==> src/rtl/line_arb_pkg.sv <==
// Shared types and defaults for the two-requester line arbiter.
package line_arb_pkg;

  localparam int unsigned DEF_ADDR_W     = 32;
  localparam int unsigned DEF_LINE_W     = 256;
  localparam int unsigned DEF_STARVE_MAX = 4;

  typedef enum logic [1:0] {
    IDLE,
    SERVE_I,
    SERVE_D,
    RELEASE
  } arb_state_t;

  typedef enum logic {
    OP_READ,
    OP_WRITE
  } op_t;

  // A simultaneous read+write request resolves to a write.
  function automatic op_t decode_op(input logic read, input logic write);
    return write ? OP_WRITE : OP_READ;
  endfunction

endpackage

==> src/rtl/line_arbiter_starve_counter.sv <==
// Saturating counter of consecutive D grants taken while I is waiting.
module arb_starve_counter #(
  parameter int unsigned MAX = 4,
  parameter int unsigned W   = $clog2(MAX + 1)
) (
  input  logic         clk,
  input  logic         rst_n,
  input  logic         inc,
  input  logic         clr,
  output logic [W-1:0] count,
  output logic         at_max
);

  localparam logic [W-1:0] MAX_V = W'(MAX);

  always_ff @(posedge clk or negedge rst_n) begin
    if (!rst_n) begin
      count <= '0;
    end else if (clr) begin
      count <= '0;
    end else if (inc && (count != MAX_V)) begin
      count <= count + W'(1);
    end
  end

  assign at_max = (count == MAX_V);

endmodule

==> src/rtl/line_arbiter.sv <==
// Shares one line-wide memory port between I and D requesters; D has priority,
// bounded by a starvation counter that eventually forces an I grant.
module line_arbiter
  import line_arb_pkg::*;
#(
  parameter int unsigned ADDR_W     = DEF_ADDR_W,
  parameter int unsigned LINE_W     = DEF_LINE_W,
  parameter int unsigned STARVE_MAX = DEF_STARVE_MAX
) (
  input  logic              clk,
  input  logic              rst_n,
  input  logic              i_read,
  input  logic              i_write,
  input  logic [ADDR_W-1:0] i_addr,
  input  logic [LINE_W-1:0] i_wdata,
  output logic [LINE_W-1:0] i_rdata,
  output logic              i_resp,
  input  logic              d_read,
  input  logic              d_write,
  input  logic [ADDR_W-1:0] d_addr,
  input  logic [LINE_W-1:0] d_wdata,
  output logic [LINE_W-1:0] d_rdata,
  output logic              d_resp,
  output logic              pmem_read,
  output logic              pmem_write,
  output logic [ADDR_W-1:0] pmem_address,
  output logic [LINE_W-1:0] pmem_wdata,
  input  logic [LINE_W-1:0] pmem_rdata,
  input  logic              pmem_resp
);

  localparam int unsigned CNT_W = $clog2(STARVE_MAX + 1);

  arb_state_t        state;
  logic              i_req;
  logic              d_req;
  logic              grant_i;
  logic              grant_d;
  op_t               grant_op;
  logic [ADDR_W-1:0] grant_addr;
  logic [LINE_W-1:0] grant_wdata;
  logic              starve_inc;
  logic              starve_clr;
  logic              starve_at_max;
  logic [CNT_W-1:0]  starve_cnt;

  assign i_req = i_read | i_write;
  assign d_req = d_read | d_write;

  always_comb begin
    grant_i     = 1'b0;
    grant_d     = 1'b0;
    grant_op    = OP_READ;
    grant_addr  = '0;
    grant_wdata = '0;
    if (state == IDLE) begin
      if (i_req && (!d_req || starve_at_max)) begin
        grant_i = 1'b1;
      end else if (d_req) begin
        grant_d = 1'b1;
      end
    end
    if (grant_i) begin
      grant_op    = decode_op(i_read, i_write);
      grant_addr  = i_addr;
      grant_wdata = i_wdata;
    end else if (grant_d) begin
      grant_op    = decode_op(d_read, d_write);
      grant_addr  = d_addr;
      grant_wdata = d_wdata;
    end
  end

  // Counting only happens on a D grant with I waiting; any idle cycle without
  // an I request forgets past starvation.
  assign starve_inc = grant_d & i_req;
  assign starve_clr = grant_i | ((state == IDLE) & ~i_req);

  arb_starve_counter #(
    .MAX (STARVE_MAX),
    .W   (CNT_W)
  ) u_starve (
    .clk    (clk),
    .rst_n  (rst_n),
    .inc    (starve_inc),
    .clr    (starve_clr),
    .count  (starve_cnt),
    .at_max (starve_at_max)
  );

  always_ff @(posedge clk or negedge rst_n) begin
    if (!rst_n) begin
      state        <= IDLE;
      pmem_read    <= 1'b0;
      pmem_write   <= 1'b0;
      pmem_address <= '0;
      pmem_wdata   <= '0;
    end else begin
      case (state)
        IDLE: begin
          if (grant_i || grant_d) begin
            state        <= grant_i ? SERVE_I : SERVE_D;
            pmem_read    <= (grant_op == OP_READ);
            pmem_write   <= (grant_op == OP_WRITE);
            pmem_address <= grant_addr;
            pmem_wdata   <= grant_wdata;
          end
        end
        SERVE_I, SERVE_D: begin
          if (pmem_resp) begin
            state      <= RELEASE;
            pmem_read  <= 1'b0;
            pmem_write <= 1'b0;
          end
        end
        RELEASE: state <= IDLE;
        default: state <= IDLE;
      endcase
    end
  end

  // Completion is passed through in the same cycle, gated by the owning state.
  assign i_resp  = (state == SERVE_I) & pmem_resp;
  assign d_resp  = (state == SERVE_D) & pmem_resp;
  assign i_rdata = pmem_rdata;
  assign d_rdata = pmem_rdata;

endmodule

==> config.mk <==
export PLATFORM = sky130hd
export DESIGN_NAME = line_arbiter
export DESIGN_NICKNAME = d
export VERILOG_FILES = /design/src/rtl/line_arb_pkg.sv /design/src/rtl/line_arbiter_starve_counter.sv /design/src/rtl/line_arbiter.sv
export SDC_FILE = /design/constraint.sdc
export NUM_CORES = 1
export LEC_CHECK = 0
export ABC_AREA = 1
export ABC_CLOCK_PERIOD_IN_PS = 1800
export BUFFER_PORTS_ARGS = -buffer_cell sky130_fd_sc_hd__clkbuf_2
export CAP_MARGIN = 20
export CORE_AREA = 2 2 637 639
export DETAILED_ROUTE_END_ITERATION = 10
export DIE_AREA = 0 0 639 641
export SLEW_MARGIN = 20
export SYNTH_ARGS = -nofsm -noshare
export SYNTH_HDL_FRONTEND = slang
export SYNTH_SLANG_ARGS = --single-unit
==> constraint.sdc <==
create_clock -name clk -period 1.8 [get_ports clk]
set_input_delay 0.18 -clock clk [delete_from_list [all_inputs] [get_ports clk]]
set_output_delay 0.18 -clock clk [all_outputs]
set_load 0.005 [all_outputs]
==> results of run 1 <==
stage by stage:
step,hold slack [ns],instance area [µm²],utilization (%),setup slack [ns]
6_report,0.178,33700,8.39,-0.171
5_1_grt,0.144,33600,8.37,-0.219
4_1_cts,0.0784,32300,8.04,-0.189
3_5_place_dp,0.351,24100,6.00,-0.203
3_3_place_gp,0.349,24100,6.00,-0.280
2_1_floorplan,-0.116,16700,-,0.195
cells by family (layout without fill, tap and decap cells):
| kind of cell | count (synthesis) | after routing |
|---|---|---|
| flip-flops | 295 | 295 |
| buffers and inverters | 620 | 1685 |
| AND/OR/NAND/NOR | 1182 | 1182 |
| AO/OA/AOI/OAI | 10 | 10 |
| adder cells (fa/ha/maj) | 5 | 5 |
| other | 0 | 67 |
synth_stat cells (2+ instances only):
library cell  instances  area share, %
buf_2                76            2.3
nor2_1                7           0.16
o21ai_0               4           0.12
clkbuf_1              7           0.16
nand3_1             291            8.7
buf_4               519             23
ha_1                  5           0.37
nand2_2               2          0.075
a22oi_1               2          0.090
nand2_1             877             20
buf_1                 4          0.090
nand4_1               2          0.075
inv_1                10           0.22
inv_2                 3          0.067
dfrtp_1             295             44
per-layer routing:
layer | wire length (µm) | track usage, %
met4 | 27300 | 10.1
met5 | 1630 | 1.77
met1 | 86300 | 11.4
met3 | 86300 | 18.5
met2 | 134000 | 21.8
worst max path at each step:
stage | cells past startpoint | end | from
floorplan | 9 | pmem_wdata[217] | state[0]
global placement | 10 | pmem_wdata[73] | u_starve.count[0]
detailed placement | 10 | pmem_wdata[73] | u_starve.count[0]
CTS | 12 | pmem_wdata[77] | u_starve.count[0]
global route | 12 | pmem_wdata[65] | u_starve.count[0]
finish | 12 | pmem_wdata[121] | u_starve.count[0]
worst max-delay path, stage by stage, from the launching register on:
cell and delay, ns:
dfrtp_1 0.37, inv_2 0.07, ha_4 0.16, nand2_4 0.06, o21ai_4 0.06, nand2_4 0.12
nand2_4 0.06, nor2_4 0.12, buf_12 0.17, buf_12 0.17, buf_16 0.17, nand2_1 0.17
nand3_1 0.12
flip-flops by register name, indices dropped and copies added (netlist names):
register and flops:
pmem_address 32, state 2, u_starve.count 3, pmem_write 1, pmem_wdata 256, pmem_read 1
final cells by class:
cell class | count | area, µm² | area share, %
tap | 5287 | 6620 | 19.6
clock inverter | 24 | 289 | 0.857
timing repair buffer | 1587 | 12400 | 36.9
multi-input combinational | 1197 | 5490 | 16.3
clock buffer | 60 | 1280 | 3.81
inverter | 14 | 60.1 | 0.178
sequential | 295 | 7380 | 21.9
antenna | 67 | 168 | 0.497
power by group:
| group | leakage (nW) | total [W] | switching [W] | internal (W) |
|---|---|---|---|---|
| Combinational | 10.1 | 0.0267 | 0.0188 | 0.00788 |
| Sequential | 3.69 | 0.0117 | 0.00188 | 0.00978 |
| Clock | 0.754 | 0.0101 | 0.00436 | 0.00575 |
timing repair:
item / CTS / global route
gates resized for setup: 67 / 159
pin swaps: 1 / 35
gates cloned: 9 / 25
endpoints found under the setup margin: 259 / 292
hold endpoints to repair: 590 / 0
hold buffers: 582 / 0
buffers inserted: 29 / 12
==> flow_summary_export.csv, run 1 <==
group,metric,value,unit
timing,fin_worst_skew,0.0382,ns
route,vias,21400,
outcome,violations,"setup timing",
synth,synth-main-ff-cell,"dfrtp_1",
route,first_pass_iters,7,
setup_path,end_kind,"register",
route,routed_via_density,2.51,
placed_design,place_inst,7729,
synth,ys_warn_count,0,
finish,fillers,46700,
timing,grt_setup_unrepaired,"true",
timing,setup_ws,-0.171,ns
floorplanning,initial_utilization,4.16,%
synth,synth_cell_type_count,23,
synth,seq_area_frac_synth,44.1,%
cts,clkTransAtPathRegs,0.06,ns
global_route,grtUsageTotal,15.4,%
synth,synthMuxAreaShare,0,%
timing,max-slew-margin-rel,49.3,%
synth,synth_top_family_by_area,"simple AND/OR/NAND/NOR gates",
setup_path,r2r_start,"u_starve.count[0]",
route,ant_nets,0,
timing,period_needed,1.97,ns
placed_design,numPortBuffers,874,
floorplanning,num_io_pins,1643,
worst_hold_path,worstHoldPathType,"in2async",
synth,synth_cells,2112,
global_route,grt-ovfl-total,0,
cts,cts_buffers,46,
global_route,grt_first_pass_wirelength,367000,µm
synth,synth_xor_area_share,0,%
timing,post-route-period-util,110,%
synth,ys_ff_latch,295,
setup_path,r2r-end,"pmem_wdata[121]",
placed_design,place_hpwl,296000,µm
synth,synth_area_per_cell,7.92,µm²
timing,hold_viol_final,0,
setup_path,arrival,2.61,ns
floorplanning,dieArea,410000,µm²
synth,synthArstFlopShare,100,%
route,drt_iter0_markers,1886,
finish,final_cell_mix,"clkbuf_2 (858), nand2_1 (808), dlygate4sd3_1 (582)",
cts,numClockSinks,295,
setup_path,r2r_slack,-0.17,ns
route,route.detailed.drc,0,
synth,synth_edf_count,0,
setup_path,crit_type,"reg2reg",
power_and_ir_drop,peakVddDrop,0.000824,V
finish,final_common_cell,"clkbuf_2",
route,post_drt_wl_per_cell,39.3,µm
global_route,antenna_found_initial,211,
floorplanning,die_h,641,µm
setup_path,crit_fanout,16,
power_and_ir_drop,power_density,1440,nW/µm²
cts,max-clock-path-buffers,3,
timing,tns,-19.56,ns
global_route,grt_pass1_vias,19700,
timing,setup-violations-final,268,
timing,fmax,507,MHz
finish,final_cells,8531,
synth,yosys.area_share.simple,29.0,%
floorplanning,core,402000,µm²
global_route,grt_max_degree,91,
outcome,status,"complete, but fails checks",
synth,syn-num-nets,2956,
cts,htree_levels,2,
setup_path,critPathLaunchType,"register",
synth,synthAdderAreaFrac,0.374,%
power_and_ir_drop,total_power,0.0485,W
setup_path,crit_required,2.44,ns
cts,clk_latency,0.73,ns
power_and_ir_drop,leakagePower,14.5,nW
floorplanning,num_rows,233,
placed_design,finalWeightedCongestion,0.959,
synth,synth-compound-area-share,0.382,%
cts,cts_tree,"yes",
synth,synth_area,16700,µm²
floorplanning,fp.dieW,639,µm
timing,timing.final.max_slew_violations,0,
run,maxCapViolations,0,
setup_path,r2r_cells,12,
finish,area_growth,102,%
timing,worst_pin_slew,0.761,ns
finish,layout.nets,3985,
cts,cts_root_buf,"clkbuf_16",
route,drt_wl_total,335000,µm
finish,drive_gt1_share,38.0,%
Power figures use the tool's default switching activity.
==> run 2, diff against run 1 <==
--- a/config.mk
+++ b/config.mk
@@ -12,6 +12,7 @@
 export CORE_AREA = 2 2 637 639
 export DETAILED_ROUTE_END_ITERATION = 10
 export DIE_AREA = 0 0 639 641
+export SETUP_SLACK_MARGIN = 0.5
 export SLEW_MARGIN = 20
 export SYNTH_ARGS = -nofsm -noshare
 export SYNTH_HDL_FRONTEND = slang
==> run 2 against run 1 <==
  * The run now fails in global routing
  * Synthesized cell count unchanged
  * Synthesized area unchanged
==> flow_summary_export.csv, run 2 <==
group,metric,value,unit
synth,synth_area_per_cell,7.92,µm²
placed_design,finalWeightedCongestion,0.902,
cts,cts_root_buf,"clkbuf_16",
cts,htree_levels,2,
synth,yosysMostFrequentCell,"nand2_1",
synth,synth_area_leader_cell,"dfrtp_1",
synth,synth_common_cells,"nand2_1 (877), buf_4 (519), dfrtp_1 (295)",
outcome,status,"aborted with a tool error",
synth,synthArstFlopShare,100,%
cts,numClockSinks,295,
floorplanning,fp.dieW,639,µm
placed_design,place_hpwl,278000,µm
outcome,stop_stage,"global routing",
placed_design,post_dp_cell_area,24200,µm²
synth,synth_top_area_share,44.1,%
synth,synth_area,16700,µm²
synth,synth_cells,2112,
synth,seq_area_frac_synth,44.1,%
synth,ys_ff_latch,295,
placed_design,numPortBuffers,874,
placed_design,place_inst,7728,
global_route,grtUsageTotal,15.0,%
cts,cts_buffers,47,
synth,syn-num-nets,2956,
synth,ys_warn_count,0,
outcome,first-error,"[ERROR GRT-0232] Routing congestion too high. Check the congestion heatmap in the GUI.",
synth,synth_edf_count,0,
cts,max-clock-path-buffers,3,
floorplanning,initial_utilization,4.16,%
floorplanning,num_rows,233,
synth,synth_top_cells_by_area,"dfrtp_1 (44%), buf_4 (23%), nand2_1 (20%)",
global_route,grt-ovfl-total,1,
synth,synth_cell_type_count,23,
floorplanning,die_h,641,µm
synth,synth-main-ff-cell,"dfrtp_1",
global_route,grt_max_degree,82,
floorplanning,num_io_pins,1643,
-- run 2: layer usage --
metal / global-route usage, % / GRT overflow
met1: 11.8 / 0
met4: 10.2 / 0
met2: 20.8 / 1
met3: 17.3 / 0
met5: 2.27 / 0
-- run 2: through the flow --
| step | setup WS, ns | hold WS (ns) |
|---|---|---|
| after CTS | -0.131 | -0.00858 |
| after global placement | -0.191 | 0.119 |
| after detailed placement | -0.185 | 0.116 |
| after floorplan | 0.302 | -0.116 |
-- run 2: cell families after synthesis --
| group | synth area share [%] |
|---|---|
| compound gates | 0.382 |
| simple gates | 29.0 |
| fa+ha+maj | 0.374 |
| flops | 44.1 |
| buf+inv | 26.1 |
-- run 2: repair_timing --
| action | in CTS |
|---|---|
| setup buffers | 44 |
| endpoints found under the setup margin | 585 |
| resized for setup | 161 |
| hold buffers | 583 |
| pin swaps | 31 |
| cloned | 18 |
| endpoints found under the hold margin | 572 |
==> run 3, diff against run 2 <==
--- a/config.mk
+++ b/config.mk
@@ -9,10 +9,10 @@
 export ABC_CLOCK_PERIOD_IN_PS = 1800
 export BUFFER_PORTS_ARGS = -buffer_cell sky130_fd_sc_hd__clkbuf_2
 export CAP_MARGIN = 20
-export CORE_AREA = 2 2 637 639
+export CORE_AREA = 2 2 646 648
 export DETAILED_ROUTE_END_ITERATION = 10
-export DIE_AREA = 0 0 639 641
-export SETUP_SLACK_MARGIN = 0.5
+export DIE_AREA = 0 0 648 650
+export PLACE_DENSITY_LB_ADDON = 0.15
 export SLEW_MARGIN = 20
 export SYNTH_ARGS = -nofsm -noshare
 export SYNTH_HDL_FRONTEND = slang
==> run 3 against run 2 <==
  * The flow now finishes, with violations (setup timing)
==> flow_summary_export.csv, run 3 (synthesized netlist as in run 1, its figures left out) <==
group,metric,value,unit
outcome,status,"complete, but fails checks",
outcome,violations,"setup timing",
route,vias,19200,
route,drt_iter0_markers,847,
route,post_drt_wl_per_cell,26.4,µm
placed_design,finalWeightedCongestion,0.749,
cts,numClockSinks,295,
cts,clk_latency,0.72,ns
route,routed_via_density,2.20,
finish,largest_reg_flops,256,
route,route.detailed.drc,0,
global_route,grt_max_degree,48,
floorplanning,core,415000,µm²
global_route,grt-ovfl-total,0,
global_route,grt-busiest-layer,"met2",
timing,tns,-8.10,ns
timing,setup-violations-final,191,
finish,area_growth,123,%
setup_path,crit_fanout,8,
run,maxCapViolations,0,
timing,worst_hold_slack,0.188,ns
finish,final_cell_mix,"clkbuf_2 (824), nand2_1 (587), dlygate4sd3_1 (582)",
timing,post-route-period-util,106,%
finish,largest-register,"pmem_wdata",
timing,fmax,525,MHz
cts,clkTransAtPathRegs,0.08,ns
setup_path,critPathLaunchType,"register",
setup_path,crit_type,"reg2reg",
floorplanning,die_h,650,µm
global_route,antenna_found_initial,33,
floorplanning,dieArea,421000,µm²
placed_design,place_hpwl,193000,µm
timing,timing.final.max_slew_violations,0,
global_route,grtUsageMet2,16.6,%
finish,drive_gt1_share,51.6,%
timing,setup_ws,-0.105,ns
cts,cts_buffers,48,
timing,fin_worst_skew,0.0328,ns
timing,hold_viol_final,0,
floorplanning,initial_utilization,4.03,%
cts,cts_root_buf,"clkbuf_16",
global_route,gr-usage-met1,7.83,%
power_and_ir_drop,power_density,1470,nW/µm²
setup_path,arrival,2.56,ns
global_route,grt_pass1_vias,20900,
power_and_ir_drop,peakVddDrop,0.000614,V
placed_design,dpl_worst_slack,-0.157,ns
finish,reg_top3,"pmem_wdata x256, pmem_address x32, u_starve.count x3",
timing,max-slew-margin-rel,70.1,%
finish,layout.nets,4028,
global_route,grt_first_pass_wirelength,265000,µm
floorplanning,num_io_pins,1643,
timing,period_needed,1.91,ns
route,ant_nets,0,
cts,htree_levels,2,
finish,final_common_cell,"clkbuf_2",
cts,max-clock-path-buffers,3,
timing,worst_pin_slew,0.450,ns
setup_path,end_kind,"register",
global_route,grtUsageTotal,10.1,%
timing,grt_setup_unrepaired,"true",
floorplanning,fp.dieW,648,µm
power_and_ir_drop,leakagePower,17.1,nW
cts,cts_tree,"yes",
global_route,use_met3,10.3,%
placed_design,numPortBuffers,874,
route,first_pass_iters,5,
route,drt_wl_total,231000,µm
setup_path,crit_required,2.46,ns
worst_hold_path,worstHoldPathType,"in2async",
floorplanning,num_rows,237,
power_and_ir_drop,total_power,0.0548,W
==> run 3: per-layer routing <==
metal	up-vias	wire length, µm
met5	-	859
met2	1171	106000
met3	347	48600
met1	9369	64900
met4	12	9920
li1	8312	-
==> run 3: through the flow <==
stage                     instances  cell area, µm²  utilization, %
after global placement         7963           24800            5.97
after CTS                      8652           32900            7.92
after detailed placement       7963           24800            5.97
final                          8730           37300            8.98
after floorplan                2112           16700               -
after global routing           8720           37200            8.98
==> run 3: worst paths after layout <==
| kind | start | slack, ns | cells past startpoint | endpoint |
|---|---|---|---|---|
| worst max-delay path | u_starve.count[0] | -0.11 | 12 | pmem_wdata[69] |
| worst min-delay path | rst_n | 0.19 | 3 | pmem_wdata[137] |
| worst max register to register | u_starve.count[0] | -0.11 | 12 | pmem_wdata[69] |
| worst min register to register | pmem_wdata[50] | 0.49 | 2 | pmem_wdata[50] |
| max in group asynchronous | rst_n | 1.05 | 4 | pmem_wdata[37] |
| min in group clk | d_wdata[67] | 0.22 | 4 | pmem_wdata[67] |
==> run 3: final cells by class <==
cell class,instances,area (µm²)
Antenna cell,11,27.5
Clock buffer,68,1400
Clock inverter,20,226
Fill cell,48400,378000
Inverter,14,83.8
Multi-Input combinational cell,1197,7860
Sequential cell,295,7390
Tap cell,5497,6880
Timing Repair Buffer,1628,13400
==> run 3: critical path: stages, from the launching register on <==
cell	delay (ns)
dfrtp_1	0.36
inv_2	0.06
ha_4	0.16
nand2_4	0.05
o21ai_4	0.06
nand2_4	0.12
nand2_4	0.06
nor2_4	0.22
buf_12	0.21
buf_12	0.18
clkbuf_16	0.20
nand2_2	0.07
nand3_2	0.06
==> run 3: where the power goes <==
part / leakage, nW / internal [W] / switching (W) / total (W)
sequential: 3.69 / 0.00979 / 0.00301 / 0.0128
clock: 0.797 / 0.00595 / 0.00436 / 0.0103
combinational: 12.6 / 0.0113 / 0.0204 / 0.0317
==> run 3: timing repair <==
| item | in CTS | in global routing |
|---|---|---|
| hold endpoints to repair | 589 | 0 |
| endpoints found under the setup margin | 308 | 301 |
| hold buffers | 585 | 0 |
| pin swaps | 0 | 58 |
| cloned | 8 | 51 |
| setup buffers | 9 | 24 |
| resized for setup | 80 | 796 |
